<file path="src/rtl/r4b_deser_if.sv">
// r4b_deser_if: serial-link receive side and word-output handshake bundle.
// Ports (via modports):
//   slave  (receiver): in  start, sh, sh_in, q_ready; out q, q_valid, busy, ovf
//   master (driver)  : out start, sh, sh_in, q_ready; in  q, q_valid, busy, ovf
interface r4b_deser_if #(parameter int W = 4);
  logic start;
  logic sh;
  logic sh_in;
  logic q_ready;
  logic [W-1:0] q;
  logic q_valid;
  logic busy;
  logic ovf;
  modport slave (input start, sh, sh_in, q_ready, output q, q_valid, busy, ovf);
  modport master (output start, sh, sh_in, q_ready, input q, q_valid, busy, ovf);
endinterface

</file>
<file path="src/rtl/r4b_deser.sv">
// r4b_deser: LSB-first serial-to-parallel receiver with a valid/ready output holding register.
// Ports: clk (rising edge), rst_b (async, active-low),
//   bus.slave: start/sh/sh_in serial input, q_ready consumer accept,
//              q/q_valid held word, busy partial frame in progress, ovf sticky overrun.
module r4b_deser #(parameter int W = 4) (
  input logic clk,
  input logic rst_b,
  r4b_deser_if.slave bus
);
  localparam int CW = $clog2(W);
  logic [W-1:0] sr, w;
  logic [CW-1:0] cnt;
  logic last, done, take;
  always_comb begin
    w = {bus.sh_in, sr[W-1:1]};
    last = cnt == CW'(W - 1);
    done = bus.sh && !bus.start && last;
    // the holding register can take the word if empty or being drained this cycle
    take = done && (!bus.q_valid || bus.q_ready);
  end
  assign bus.busy = cnt != '0;
  always_ff @(posedge clk or negedge rst_b) begin
    if (!rst_b) begin
      sr <= '0;
      cnt <= '0;
      bus.q <= '0;
      bus.q_valid <= 1'b0;
      bus.ovf <= 1'b0;
    end else begin
      // start wins over frame completion, so a partial frame is never emitted
      if (bus.start) begin
        sr <= bus.sh ? {bus.sh_in, {(W-1){1'b0}}} : '0;
        cnt <= bus.sh ? CW'(1) : '0;
      end else if (bus.sh) begin
        sr <= last ? '0 : w;
        cnt <= last ? '0 : cnt + 1'b1;
      end
      if (take) bus.q <= w;
      bus.q_valid <= take || (bus.q_valid && !bus.q_ready);
      bus.ovf <= !bus.start && (bus.ovf || (done && !take));
    end
  end
endmodule

</file>
<file path="src/flat_wrapper.sv">
// flat-port wrapper written by rule: the top's interface ports become plain ports
module r4b_deser_flat 
#(parameter int W = 4)
  (clk, rst_b, bus_start, bus_sh, bus_sh_in, bus_q_ready, bus_q, bus_q_valid, bus_busy, bus_ovf);
  r4b_deser_if #(.W(W)) bus_i ();
  input logic clk;
  input logic rst_b;
  input wire logic [$bits(bus_i.start)-1:0] bus_start;
  input wire logic [$bits(bus_i.sh)-1:0] bus_sh;
  input wire logic [$bits(bus_i.sh_in)-1:0] bus_sh_in;
  input wire logic [$bits(bus_i.q_ready)-1:0] bus_q_ready;
  output wire logic [$bits(bus_i.q)-1:0] bus_q;
  output wire logic [$bits(bus_i.q_valid)-1:0] bus_q_valid;
  output wire logic [$bits(bus_i.busy)-1:0] bus_busy;
  output wire logic [$bits(bus_i.ovf)-1:0] bus_ovf;
  assign bus_i.start = bus_start;
  assign bus_i.sh = bus_sh;
  assign bus_i.sh_in = bus_sh_in;
  assign bus_i.q_ready = bus_q_ready;
  assign bus_q = bus_i.q;
  assign bus_q_valid = bus_i.q_valid;
  assign bus_busy = bus_i.busy;
  assign bus_ovf = bus_i.ovf;
  r4b_deser #(.W(W)) u_core (.clk(clk), .rst_b(rst_b), .bus(bus_i));
endmodule
</file>
<file path="config.mk">
export PLATFORM = sky130hd
export DESIGN_NAME = r4b_deser_flat
export DESIGN_NICKNAME = d
export VERILOG_FILES = /design/src/rtl/r4b_deser_if.sv /design/src/rtl/r4b_deser.sv /design/src/flat_wrapper.sv
export SDC_FILE = /design/constraint.sdc
export NUM_CORES = 1
export LEC_CHECK = 0
export ABC_AREA = 1
export CORE_AREA = 2 2 39 41
export CTS_CLUSTER_DIAMETER = 200
export CTS_CLUSTER_SIZE = 12
export DETAILED_ROUTE_END_ITERATION = 10
export DIE_AREA = 0 0 41 43
export PLACE_DENSITY = 0.75
export SETUP_SLACK_MARGIN = 0.3
export SLEW_MARGIN = 20
export SYNTH_ARGS = -nofsm -noshare
export SYNTH_HDL_FRONTEND = slang
export SYNTH_SLANG_ARGS = --single-unit
</file>
<file path="constraint.sdc">
create_clock -name clk -period 1.8 [get_ports clk]
set_clock_uncertainty 0.2 [all_clocks]
set_input_delay 0.36 -clock clk [delete_from_list [all_inputs] [get_ports clk]]
set_output_delay 0.36 -clock clk [all_outputs]
set_load 0.01 [all_outputs]
</file>
Yosys cells after proc, flatten, opt, wreduce, memory -nomap -nowiden. Index checks and enable logic that the tools add are counted.

Flip-flop bits (word level): 12. Input bits: 6. Output and inout port bits: 7. Logic and storage cells: 30.

Add/subtract/negate cells: 1. Equal/unequal tests: 1. Muxes and demuxes: 8. Reduce and logical (&&, ||, !) cells: 15.

Operators by type and width (number): $mux W4 (4); $logic_and A1 B1 Y1 (6); $mux W2 (3); $logic_not A1 Y1 (4); $reduce_bool A2 Y1 (2); $logic_or A1 B1 Y1 (3); $add A2 B1 Y2 const B (1); $eq A2 B2 Y1 const B (1); $mux W1 (1).

Longest topological paths before layout. Gate-level depths: netlist (run 1).

Depth after elaboration: 8. Mapped depth: 6. Mapped depth without buffers: 6.

Worst setup path after synthesis (run 1). No wires, ideal clock.

Kind: register -> register. Start point: register u_core.cnt[0]. End point: register u_core.bus.q[1]. Setup time: 0.116 ns. Data arrival time: 0.950 ns. Data required time: 1.484 ns. Slack: 0.533 ns. Stages on the path, launching flop included: 7. Buffers on the path: 0. Clock period less this slack: 1.267 ns. Path through: dfrtp_1 -> ha_1 -> inv_1 -> nor2_1 -> nand3_1 -> nand2_1 -> nand2_1.

Word-level cells in the longest chain between the ends: 3.

RTL lines: start: declaration (RTL line r4b_deser.sv:12) `logic [CW-1:0] cnt;`; start signal: assignment (RTL line r4b_deser.sv:33) `cnt <= bus.sh ? CW'(1) : '0;`; start signal: assignment (RTL line r4b_deser.sv:36) `cnt <= last ? '0 : cnt + 1'b1;`; $eq A2 B2 Y1 (RTL line r4b_deser.sv:16) `last = cnt == CW'(W - 1);`; $logic_and A1 B1 Y1 (RTL line r4b_deser.sv:17) `done = bus.sh && !bus.start && last;`; $logic_and A1 B1 Y1 (RTL line r4b_deser.sv:19) `take = done && (!bus.q_valid || bus.q_ready);`; end signal: assignment (RTL line r4b_deser.sv:38) `if (take) bus.q <= w;`; end: declaration (RTL line r4b_deser_if.sv:14) `modport slave (input start, sh, sh_in, q_ready, output q, q_valid, busy, ovf);`.

Every way passes these cells. A chain may end at the register's enable or synchronous reset.

Worst setup path in the final report (run 1).
Start point: register u_core.cnt[0]. End point: output bus_busy.

Word-level cells in the longest chain between the ends: 1.

RTL lines: $reduce_bool A2 Y1 (RTL line r4b_deser.sv:21) `assign bus.busy = cnt != '0;`; end: declaration (RTL line flat_wrapper.sv:14) `output wire logic [$bits(bus_i.busy)-1:0] bus_busy;`.

Every way passes these cells.

==> results of run 1 <==
layout make-up:
class	instances	area, sq um	area share (%)
inverters	9	33.8	4.77
flip-flops and latches	11	275	38.9
clock buffers	4	26.3	3.71
repair buffers	14	131	18.6
well taps	16	20.0	2.83
multi-input cells	37	221	31.3
metal layers:
metal  wire [microns]  part of all wire [%]  global-route usage [%]  vias up
li1                 -                     -                       -      213
met4               30                   2.7                    13.3        0
met3               78                   7.0                    5.24        4
met2              555                    50                    23.4       19
met5                0                     0                       0        -
met1              446                    40                    16.7      206
cells in the mapped netlist:
library cell / number / area share, %
nand3_2: 1 / 2.0
o31ai_1: 1 / 1.5
nor2_2: 1 / 1.3
inv_2: 1 / 0.75
inv_1: 8 / 6.0
ha_1: 2 / 5.0
a21oi_1: 2 / 2.0
nor2_4: 1 / 2.3
nand3_1: 4 / 4.0
o21ai_0: 2 / 2.0
nor2_1: 4 / 3.0
nand2_1: 18 / 14
dfrtp_1: 11 / 55
o22ai_1: 1 / 1.3
power by group:
group	switching, uW	leakage, uW	internal, uW	total (uW)
registers	16.9	0.000146	274	291
clock network	85.9	0.0000150	85.9	172
logic	69.1	0.000189	65.0	134
total	172	0.000350	425	597
worst reg2reg max path, delay by kind of cell, from the launching register on:
kind	cells	cell delay [ns]
and+or+nand+nor	4	0.38
DFF	1	0.37
buffers and inverters	2	0.20
adders and majority gates	1	0.15
per-stage QoR:
stage | setup slack, ns | total power, uW | hold WS [ns] | std cells | utilization, %
2_1_floorplan | 0.533 | 346 | -0.136 | 57 | -
3_3_place_gp | 0.0938 | 416 | 0.255 | 85 | 46.1
3_5_place_dp | 0.0692 | 421 | 0.261 | 85 | 46.1
4_1_cts | 0.102 | 584 | 0.235 | 91 | 48.8
5_1_grt | 0.204 | 630 | 0.265 | 91 | 51.2
6_report | 0.234 | 597 | 0.206 | 91 | 51.2
cell families (layout without fill, tap and decap cells):
kind of cell               after synthesis  after routing  synth area share (%)
buffers and inverters                    9             27                  6.78
DFF                                     11             11                  55.3
and+or+nand+nor                         29             29                  26.1
adders and majority gates                2              2                  5.02
AOI/OAI and AO/OA                        6              6                  6.79
flip-flops by register name, summed over array words and instances, names as in the netlist:
signal and cells:
u_core.bus.q 4, u_core.sr 3, u_core.bus.ovf 1, u_core.cnt 2
u_core.bus.q_valid 1
how the worst max path moves through the flow:
stage,slack [ns],cells past startpoint,startpoint,end
finish,0.23,4,u_core.cnt[0],bus_busy
global route,0.20,4,u_core.cnt[0],bus_busy
CTS,0.10,4,u_core.cnt[0],bus_busy
detailed placement,0.07,4,u_core.cnt[0],bus_busy
global placement,0.09,4,u_core.cnt[0],bus_busy
floorplan,0.53,6,u_core.cnt[0],u_core.bus.q[1]
cells in the final DEF, fill, tap and decap left out:
cell type / netlist / layout
nand2_1: 18 / 18
buf_4: 0 / 2
nor2_4: 1 / 1
o21ai_0: 2 / 2
buf_6: 0 / 1
dfrtp_1: 11 / 11
nand3_2: 1 / 2
o31ai_1: 1 / 1
o22ai_1: 1 / 1
clkbuf_1: 0 / 1
ha_4: 0 / 2
clkdlybuf4s50_1: 0 / 5
inv_1: 8 / 4
clkdlybuf4s15_1: 0 / 5
nand3_1: 4 / 3
clkbuf_2: 0 / 1
inv_2: 1 / 5
nor2_1: 4 / 3
nor2_2: 1 / 2
clkbuf_4: 0 / 3
a21oi_1: 2 / 2
what timing repair did:
action | CTS | global route
hold endpoints to repair | 0 | 0
setup endpoints to repair | 7 | 9
pin swaps | 0 | 2
buffers inserted | 2 | 0
gates resized for setup | 12 | 16
hold buffers | 0 | 0
==> impl_metrics.tcl, run 1 <==
set metrics [dict create \
    cts.sink_count 11 \
    post_drt_via_cell_ratio 4.86 \
    rows 14 \
    n_antenna_cell 0 \
    cts_buffer_depth 2 \
    area_delta_synth_final_pct 42.2 \
    synth_cells 57 \
    p_leak_uw 0.000350 \
    tightest_slew_ns 0.472 \
    cts_root_buffer "clkbuf_4" \
    wirelength_microns 1110 \
    cp-start-kind "flop" \
    core_area_sq_um 1380 \
    cp_data_arrival_time_ns 1.01 \
    gp_congestion 0.741 \
    min-delay-path-class "in2async" \
    grt_max_degree 12 \
    rsz0062_at_grt "true" \
    yosysSeqAreaShare_pct 55.3 \
    netlist_area_sq_um 498 \
    synth_fp_nets 65 \
    drc_errors 0 \
    routedWlPerCell_microns 12.2 \
    fin_area_sq_um 708 \
    slew_violations 0 \
    grt_pass1_wl_microns 1820 \
    cts_tree "done" \
    track_usage_pct 15.7 \
    drtAntennaViolNets 0 \
    worst_setup_path_end_kind "output pin" \
    worstPathRequired_ns 1.24 \
    drt-initial-drc-count 14 \
    worstRegToRegCells 7 \
    finalSetupTns_ns 0 \
    dieArea_sq_um 1760 \
    crit_buf_inv 3 \
    insertion_delay_ns 0.27 \
    rr_startpoint "u_core.cnt[0]" \
    num_vias 442 \
    cts_made_buffers 3 \
    post-route-period-util_pct 87.0 \
    ys_types 14 \
    max_freq_ghz 0.639 \
    clkTransAtPathRegs_ns 0.07 \
    ir_drop_v 0.000369 \
    firstDrtPassIters 4 \
    critPathMaxFanout 2 \
    grt_pass1_vias 457 \
    critical-path-slowest-cell "dfrtp_1" \
    p_per_area_nw_per_um2 844 \
    dp_hpwl_microns 790 \
    setup_viol 0 \
    slew_headroom_pct 68.4 \
    drive_gt1_share_pct 25.3 \
    die_w_microns 41 \
    reg2reg_slack_ns 0.41 \
    hold_viol 0 \
    start_util_pct 36.0 \
    maxCapViolations 0 \
    die_y_microns 43 \
    worstPathCellList "inv_2, ha_4, inv_2, buf_6" \
    htreeDepth 1 \
    r2r_end "u_core.bus.q[3]" \
    synth_seq_cells 11 \
    portBuffers 12 \
    post-route-min-period_ns 1.57 \
    fin_nets 84 \
    critPathMaxStageDelay_ns 0.40 \
    overflow 0 \
    pin_count 13 \
    antenna_found_initial 0 \
    yosysWarnings 0 \
    syn_area_per_cell_sq_um 8.74 \
    cp_common_cell "inv_2" \
    path_delay_family "flip-flops" \
    placed_cell_area_sq_um 638 \
    fill_cells 135 \
    crit_type "reg2out" \
    status "finished clean" \
]
Power figures use the tool's default switching activity.
==> run 2: changes to the inputs <==
--- a/config.mk
+++ b/config.mk
@@ -13,7 +13,6 @@
 export DIE_AREA = 0 0 41 43
 export PLACE_DENSITY = 0.75
 export SETUP_SLACK_MARGIN = 0.3
-export SLEW_MARGIN = 20
 export SYNTH_ARGS = -nofsm -noshare
 export SYNTH_HDL_FRONTEND = slang
 export SYNTH_SLANG_ARGS = --single-unit
==> results of run 2 <==
The final DEF is identical to that of run 1; final timing and power are the same.
